File: src/rtl/mem_bus_adapter_if.sv
// Request/return and Wishbone-classic signal bundle for mem_bus_adapter.
// slave = adapter view, master = requester plus bus-responder view.
interface mem_bus_adapter_if;
  logic        req_read;
  logic        req_write;
  logic [31:0] req_addr;
  logic [31:0] req_wdata;
  logic [3:0]  req_sel;
  logic        bus_full;
  logic [31:0] rdata;
  logic        rvalid;
  logic        err;
  logic        wb_cyc;
  logic        wb_stb;
  logic        wb_we;
  logic [31:0] wb_adr;
  logic [31:0] wb_dat_o;
  logic [3:0]  wb_sel;
  logic [31:0] wb_dat_i;
  logic        wb_ack;

  modport slave (
    input  req_read, req_write, req_addr,
    input  req_wdata, req_sel,
    input  wb_dat_i, wb_ack,
    output bus_full, rdata, rvalid, err,
    output wb_cyc, wb_stb, wb_we,
    output wb_adr, wb_dat_o, wb_sel
  );

  modport master (
    output req_read, req_write, req_addr,
    output req_wdata, req_sel,
    output wb_dat_i, wb_ack,
    input  bus_full, rdata, rvalid, err,
    input  wb_cyc, wb_stb, wb_we,
    input  wb_adr, wb_dat_o, wb_sel
  );
endinterface

File: src/rtl/mem_bus_adapter.sv
// Buffers single-word requests in a small FIFO and replays each one
// as a Wishbone-classic cycle with ack timeout and read-data return.
module mem_bus_adapter #(
  parameter int DEPTH   = 2,
  parameter int TIMEOUT = 255
) (
  input logic clk,
  input logic rst,
  mem_bus_adapter_if.slave bus
);

  localparam int AW = (DEPTH > 1) ? $clog2(DEPTH) : 1;
  localparam int CW = $clog2(DEPTH + 1);
  localparam logic [15:0] TLAST = 16'(TIMEOUT - 1);

  typedef struct packed {
    logic        we;
    logic [31:0] addr;
    logic [31:0] wdata;
    logic [3:0]  sel;
  } entry_t;

  typedef enum logic {IDLE, BUSY} state_t;

  entry_t         mem [DEPTH];
  entry_t         head;
  entry_t         in_e;
  logic [AW-1:0]  wptr;
  logic [AW-1:0]  rptr;
  logic [CW-1:0]  count;
  logic [15:0]    tcnt;
  state_t         state;
  logic           full;
  logic           push;
  logic           pop;

  assign full = (count == CW'(DEPTH));
  assign bus.bus_full = full;
  assign push = (bus.req_read | bus.req_write) & ~full;
  assign pop = (state == BUSY) &
               (bus.wb_ack | (tcnt == TLAST));
  assign head = mem[rptr];
  assign in_e = {bus.req_write, bus.req_addr,
                 bus.req_wdata, bus.req_sel};

  // FIFO storage; validity is tracked by count, so no reset needed
  always_ff @(posedge clk) begin
    if (push) mem[wptr] <= in_e;
  end

  // FIFO pointers and occupancy
  always_ff @(posedge clk or posedge rst) begin
    if (rst) begin
      wptr  <= '0;
      rptr  <= '0;
      count <= '0;
    end else begin
      if (push) wptr <= wptr + AW'(1);
      if (pop)  rptr <= rptr + AW'(1);
      unique case ({push, pop})
        2'b10:   count <= count + CW'(1);
        2'b01:   count <= count - CW'(1);
        default: count <= count;
      endcase
    end
  end

  // Bus FSM: issue head entry, wait for ack or timeout, return data
  always_ff @(posedge clk or posedge rst) begin
    if (rst) begin
      state        <= IDLE;
      tcnt         <= '0;
      bus.wb_cyc   <= 1'b0;
      bus.wb_stb   <= 1'b0;
      bus.wb_we    <= 1'b0;
      bus.wb_adr   <= '0;
      bus.wb_dat_o <= '0;
      bus.wb_sel   <= '0;
      bus.rdata    <= '0;
      bus.rvalid   <= 1'b0;
      bus.err      <= 1'b0;
    end else begin
      bus.rvalid <= 1'b0;
      bus.err    <= 1'b0;
      unique case (state)
        IDLE: begin
          if (count != '0) begin
            bus.wb_adr   <= head.addr;
            bus.wb_dat_o <= head.wdata;
            bus.wb_sel   <= head.sel;
            bus.wb_we    <= head.we;
            bus.wb_cyc   <= 1'b1;
            bus.wb_stb   <= 1'b1;
            tcnt         <= '0;
            state        <= BUSY;
          end
        end
        BUSY: begin
          if (bus.wb_ack) begin
            bus.wb_cyc <= 1'b0;
            bus.wb_stb <= 1'b0;
            state      <= IDLE;
            if (!bus.wb_we) begin
              bus.rdata  <= bus.wb_dat_i;
              bus.rvalid <= 1'b1;
            end
          end else if (tcnt == TLAST) begin
            bus.wb_cyc <= 1'b0;
            bus.wb_stb <= 1'b0;
            bus.err    <= 1'b1;
            state      <= IDLE;
            if (!bus.wb_we) begin
              bus.rdata  <= 32'hDEAD_BEEF;
              bus.rvalid <= 1'b1;
            end
          end else begin
            tcnt <= tcnt + 16'd1;
          end
        end
        default: state <= IDLE;
      endcase
    end
  end

endmodule

File: src/flat_wrapper.sv
// flat-port wrapper written by rule: the top's interface ports become plain ports
module mem_bus_adapter_flat 
#(
  parameter int DEPTH   = 2,
  parameter int TIMEOUT = 255
)
  (clk, rst, bus_req_read, bus_req_write, bus_req_addr, bus_req_wdata, bus_req_sel, bus_wb_dat_i, bus_wb_ack, bus_bus_full, bus_rdata, bus_rvalid, bus_err, bus_wb_cyc, bus_wb_stb, bus_wb_we, bus_wb_adr, bus_wb_dat_o, bus_wb_sel);
  mem_bus_adapter_if bus_i ();
  input logic clk;
  input logic rst;
  input wire logic [$bits(bus_i.req_read)-1:0] bus_req_read;
  input wire logic [$bits(bus_i.req_write)-1:0] bus_req_write;
  input wire logic [$bits(bus_i.req_addr)-1:0] bus_req_addr;
  input wire logic [$bits(bus_i.req_wdata)-1:0] bus_req_wdata;
  input wire logic [$bits(bus_i.req_sel)-1:0] bus_req_sel;
  input wire logic [$bits(bus_i.wb_dat_i)-1:0] bus_wb_dat_i;
  input wire logic [$bits(bus_i.wb_ack)-1:0] bus_wb_ack;
  output wire logic [$bits(bus_i.bus_full)-1:0] bus_bus_full;
  output wire logic [$bits(bus_i.rdata)-1:0] bus_rdata;
  output wire logic [$bits(bus_i.rvalid)-1:0] bus_rvalid;
  output wire logic [$bits(bus_i.err)-1:0] bus_err;
  output wire logic [$bits(bus_i.wb_cyc)-1:0] bus_wb_cyc;
  output wire logic [$bits(bus_i.wb_stb)-1:0] bus_wb_stb;
  output wire logic [$bits(bus_i.wb_we)-1:0] bus_wb_we;
  output wire logic [$bits(bus_i.wb_adr)-1:0] bus_wb_adr;
  output wire logic [$bits(bus_i.wb_dat_o)-1:0] bus_wb_dat_o;
  output wire logic [$bits(bus_i.wb_sel)-1:0] bus_wb_sel;
  assign bus_i.req_read = bus_req_read;
  assign bus_i.req_write = bus_req_write;
  assign bus_i.req_addr = bus_req_addr;
  assign bus_i.req_wdata = bus_req_wdata;
  assign bus_i.req_sel = bus_req_sel;
  assign bus_i.wb_dat_i = bus_wb_dat_i;
  assign bus_i.wb_ack = bus_wb_ack;
  assign bus_bus_full = bus_i.bus_full;
  assign bus_rdata = bus_i.rdata;
  assign bus_rvalid = bus_i.rvalid;
  assign bus_err = bus_i.err;
  assign bus_wb_cyc = bus_i.wb_cyc;
  assign bus_wb_stb = bus_i.wb_stb;
  assign bus_wb_we = bus_i.wb_we;
  assign bus_wb_adr = bus_i.wb_adr;
  assign bus_wb_dat_o = bus_i.wb_dat_o;
  assign bus_wb_sel = bus_i.wb_sel;
  mem_bus_adapter #(.DEPTH(DEPTH), .TIMEOUT(TIMEOUT)) u_core (.clk(clk), .rst(rst), .bus(bus_i));
endmodule
File: config.mk
export PLATFORM = sky130hd
export DESIGN_NAME = mem_bus_adapter_flat
export DESIGN_NICKNAME = d
export VERILOG_FILES = /design/src/rtl/mem_bus_adapter_if.sv /design/src/rtl/mem_bus_adapter.sv /design/src/flat_wrapper.sv
export SDC_FILE = /design/constraint.sdc
export NUM_CORES = 1
export LEC_CHECK = 0
export BUFFER_PORTS_ARGS = -buffer_cell sky130_fd_sc_hd__buf_2
export CELL_PAD_IN_SITES_DETAIL_PLACEMENT = 2
export CELL_PAD_IN_SITES_GLOBAL_PLACEMENT = 2
export CORE_AREA = 2 2 165 167
export DETAILED_ROUTE_END_ITERATION = 12
export DIE_AREA = 0 0 167 169
export PLACE_DENSITY_LB_ADDON = 0.1
export SYNTH_ARGS = -nofsm -noshare
export SYNTH_HDL_FRONTEND = slang
export SYNTH_SLANG_ARGS = --single-unit
File: constraint.sdc
create_clock -name clk -period 5.2 [get_ports clk]
set_input_delay 0 -clock clk [delete_from_list [all_inputs] [get_ports clk]]
set_output_delay 0 -clock clk [all_outputs]
set_load 0.005 [all_outputs]
======== Yosys cells after proc, flatten, opt, wreduce, memory -nomap -nowiden ========
Memories as Yosys holds them, arrays and structs flattened. A register that Yosys moved wholly into a read port is not among the register bits.
Index checks and enable logic that the tools add are counted.
operators by class
  multipliers ............................. 0
  $add $sub $neg .......................... 5
  divide/modulo/power cells ............... 0
  mux-type cells .......................... 26
  reductions and logical operators ........ 7
  eq/ne operators ......................... 8
  $lt $le $gt $ge ......................... 0
  bitwise logic cells ..................... 7
  shifts and indexed selects .............. 0
operators by type and width
  cell                                                                      count
  32-bit two-way mux                                                        4
  16-bit two-way mux                                                        3
  16-bit one-hot mux with 2 select lines                                    1
  16-bit by 1-bit adder with 16-bit output (second input constant)          1
  16-bit by 8-bit equality test with 1-bit output (second input constant)   1
  1-bit two-way mux                                                         15
  3-bit AND reduction                                                       2
  2-bit nonzero test                                                        3
  2-bit equality test (second input constant)                               2
  2-bit inequality test (second input constant)                             2
  1-bit one-hot mux with 2 select lines                                     2
  2-bit one-hot mux with 2 select lines                                     1
  2-bit AND reduction                                                       2
  3-bit inequality test (second input constant)                             1
  1-bit inverter                                                            3
  1-bit adder (second input constant)                                       2
  2-bit by 1-bit adder with 2-bit output (second input constant)            1
  1-bit AND                                                                 2
  2-bit by 1-bit equality test with 1-bit output (second input constant)    1
  2-bit by 1-bit inequality test with 1-bit output (second input constant)  1
  1-bit OR                                                                  2
  2-bit by 1-bit subtractor with 2-bit output (second input constant)       1
storage, ports and cells
  latch bits .............................. 0
  word-level logic and storage cells ...... 63
  ROM bits ................................ 0
  bits of input ports ..................... 105
  output and inout bits ................... 106
  memory bits (writable) .................. 138
  memories kept ........................... 1
  bits in registers ....................... 56
memories
  name        words  bits a word  rd ports  clocked after memory_dff  write ports  line                   source
  u_core.mem  2      69           1         1                         1            mem_bus_adapter.sv:25  entry_t mem [DEPTH];

======== Longest topological paths before layout ========
  word-level depth ........................ 5
  depth in mapped cells ................... 10
  gate-level depth less buffers ........... 10

======== Least setup slack after synthesis ========
OpenSTA, ideal clock, no wires.
  path type ............................... register to register
  from .................................... reg u_core.count[1]
  to ...................................... mem u_core.mem[0][0] (netlist name) (enable)
  setup time .............................. 0.497 ns
  required time ........................... 4.703 ns
  stages on the path, launching flop included .. 4
  arrival ................................. 3.497 ns
  setup slack ............................. 1.207 ns
  path through ............................ dfrtp_1 > inv_1 > o22ai_1 > nor2_1
on the way
  word-level cells in the longest chain between the ends .. 5
RTL lines
  item                                     line                   source
  start, declared                          mem_bus_adapter.sv:30  logic [CW-1:0] count;
  start signal, assigned                   mem_bus_adapter.sv:61  2'b10: count <= count + CW'(1);
  start signal, assigned                   mem_bus_adapter.sv:62  2'b01: count <= count - CW'(1);
  start signal, assigned                   mem_bus_adapter.sv:63  default: count <= count;
  2-bit equality test                      mem_bus_adapter.sv:37  assign full = (count == CW'(DEPTH));
  1-bit inverter                           mem_bus_adapter.sv:39  assign push = (bus.req_read | bus.req_write) & ~full;
  1-bit AND                                mem_bus_adapter.sv:39
  1-bit two-way mux                        mem_bus_adapter.sv:48  if (push) mem[wptr] <= in_e;
  1-bit two-way mux (implied by the code)  mem_bus_adapter.sv:48
  end, declared                            mem_bus_adapter.sv:25
Every way passes these cells.

======== Worst setup path after layout ========
  from .................................... reg u_core.state
  to ...................................... reg u_core.bus.wb_adr[27]
on the way
  word-level cells in the longest chain between the ends .. 2
RTL lines
  item                                  line                      source
  start, declared                       mem_bus_adapter.sv:32     state_t state;
  start signal, assigned                mem_bus_adapter.sv:71     state <= IDLE;
  start signal, assigned                mem_bus_adapter.sv:95     state <= BUSY;
  start signal, assigned                mem_bus_adapter.sv:102    state <= IDLE;
  1-bit inverter (no source line)       -
  2-bit AND reduction (no source line)  -
  end signal, assigned                  mem_bus_adapter.sv:88     bus.wb_adr <= head.addr;
  end, declared                         mem_bus_adapter_if.sv:28  output wb_adr, wb_dat_o, wb_sel
Every way passes these cells.
A chain may end at the register's enable or synchronous reset.

==> out/metrics.cfg <==
[route]
via_per_inst=4.94
wl_met3_um=1260
drt_wl_total_um=26900
wl_met2_um=14200
firstDrtPassIters=4
wire_per_inst_um=20.4
drc=0
drtAntennaViolNets=0
vias=6508
drt-initial-drc-count=305
met1_length_um=11100
top_layer_used=met4

[synthesis]
synth_flop_cell=edfxtp_1
synthTopCellsByCount=138 x edfxtp_1, 125 x dfrtp_1, 78 x nand2_1
avgSynthCellArea_um2=15.1
yosysWarningCount=0
ys_seq_elements=263
synth.most_common_cell=edfxtp_1
ys_seq_area_share_pct=75.2
async_flop_share_pct=47.5
synth_top_area_share_pct=42.8
netlist_instances=639
netlist_area_um2=9670
synth.area.top_cells=edfxtp_1 43%, dfrtp_1 32%, mux2i_1 7.2%
yosysTopAreaCell=edfxtp_1
synth_edf_count=138
synth_cell_types=39
synth_fp_nets=747

[clock_tree]
postCtsSetupBuffers=0
cts-htree-levels=1
hold_buffers=104
clock_latency_ns=0.54
ctsResizeCount=0
cts_tree=done
cts_buffers=29
root_buffer=clkbuf_16
cts_max_path_buffers=3
clkTransAtPathRegs_ns=0.06
cts_sinks=263

[critical_path]
critPathMaxFanout=101
startpoint_type=flip-flop
r2r_slack_ns=2.36
crit_type=reg2reg
end_kind=flip-flop
required_ns=5.55
r2r-start=u_core.state
cp.arrival_ns=3.19
r2r-end=u_core.bus.wb_adr[27]
reg2reg_depth=4

[cells_and_area]
nets=1062
multi_input_area_um2=2230
drive_above_1_share_pct=28.0
num-fill-cells=2475
register_area_um2=7280
n_antenna_cell=0
area_delta_synth_final_pct=35.4
design_area_um2=13100

[pwr]
internal_power_w=0.00527
p_sw_share_pct=32.7
pwr-share-comb_pct=27.4
powerDensity_nw_per_um2=598
p_sw_w=0.00256
ir_worst_vdd_v=0.000348
pwr-share-seq_pct=45.7
totalPowerFinal_w=0.00783
leakage_nw=5.64
p_clk_share_pct=26.9

[die]
rows=60
start_util_pct=36.5
ios=211
die_h_um=169
die_w_um=167
core_area_um2=26500
die_area_um2=28200

[worst_hold_path]
hp-class=in2async

[timing]
setup_viol=0
tightest_slew_ns=1.17
setup_tns_ns=0
min_period_over_period_pct=54.6
max_freq_mhz=352
finalWorstSetupSlack_ns=2.36
fin_hold_ws_ns=0.171
hold_viol_final=0
rsz0062_at_grt=no
slew_headroom_pct=22.1
drv_slew=0
fin_crit_ns=2.84
fin_worst_skew_ns=0.0178

[placement]
port_buffers=210
gp_congestion=0.765
placed_area_um2=11100
pre_cts_ws_ns=2.32
dp_hpwl_um=15900

[grt]
grt_overflow_total=0
antenna_found_initial=0
grt_pass1_vias=7538
grt_pass1_wl_um=42400
grt_max_degree=102
grt_usage_pct=19.0

[run]
maxCapViolCount=0

[outcome]
status=completed

registers in the layout, indices dropped and copies added, names as in the netlist, 2 cells and up:
signal,count
u_core.bus.wb_sel,4
u_core.bus.wb_dat_o,32
u_core.mem,138
u_core.count,2
u_core.bus.wb_adr,32
u_core.tcnt,16
u_core.bus.rdata,32
cell families (layout without fill, tap and decap cells):
logic type / after synthesis / count (layout) / synth area share (%)
buf+inv: 44 / 382 / 2.06
compound gates: 144 / 144 / 9.64
xor+xnor: 5 / 5 / 0.453
flops: 263 / 263 / 75.2
fa+ha+maj: 3 / 3 / 0.388
simple gates: 110 / 110 / 5.06
mux: 70 / 70 / 7.24
through the flow:
stage | utilization (%) | std cells
finish | 49.4 | 1318
floorplan | - | 639
global route | 49.4 | 1318
CTS | 49.4 | 1318
detailed placement | 41.7 | 1160
global placement | 41.7 | 1160
power groups by stage:
stage	clock network (W)	registers, W	logic (W)
floorplan	0	0.00345	0.00128
global placement	0	0.00356	0.00199
detailed placement	0	0.00361	0.00212
CTS	0.00216	0.00359	0.00219
global route	0.00225	0.00367	0.00242
finish	0.00211	0.00357	0.00215
per-layer routing:
metal	GRT usage, %	up-vias
met4	3.52	0
li1	-	2996
met3	3.81	29
met2	35.7	171
met5	0	-
met1	22.6	3312
critical path: stages (launching register included):
cell and delay (ns):
dfrtp_1 0.71, inv_1 0.30, o21ai_4 0.42, buf_4 0.86, o21ai_0 0.28
cell type report:
| cell class | instances | share of cell area, % |
|---|---|---|
| multi-input combinational | 332 | 17.0 |
| clock buffer | 46 | 6.71 |
| inverter | 9 | 0.315 |
| tap | 341 | 3.26 |
| sequential | 263 | 55.5 |
| clock inverter | 8 | 0.898 |
| timing repair buffer | 319 | 16.3 |
layout by cell type, fill, tap and decap left out, types with 8 or more instances in the layout:
cell | Yosys | layout
a22o_1 | 8 | 8
a31oi_1 | 17 | 17
buf_2 | 7 | 210
clkbuf_1 | 23 | 8
clkbuf_16 | 0 | 29
clkbuf_8 | 0 | 9
dfrtp_1 | 125 | 124
dlygate4sd3_1 | 0 | 104
edfxtp_1 | 138 | 138
mux2i_1 | 70 | 70
nand2_1 | 78 | 78
o21ai_0 | 72 | 72
o22a_1 | 24 | 24
worst max-delay path by stage:
stage                     from                 endpoint  depth (start not counted)
2_1_floorplan  u_core.count[1]         u_core.mem[0][0]                          3
3_3_place_gp   u_core.count[1]        u_core.mem[1][29]                          4
3_5_place_dp      u_core.state  u_core.bus.wb_dat_o[11]                          4
4_1_cts           u_core.state     u_core.bus.wb_sel[0]                          4
5_1_grt           u_core.state    u_core.bus.wb_adr[23]                          4
6_report          u_core.state    u_core.bus.wb_adr[27]                          4
Power figures use the tool's default switching activity.
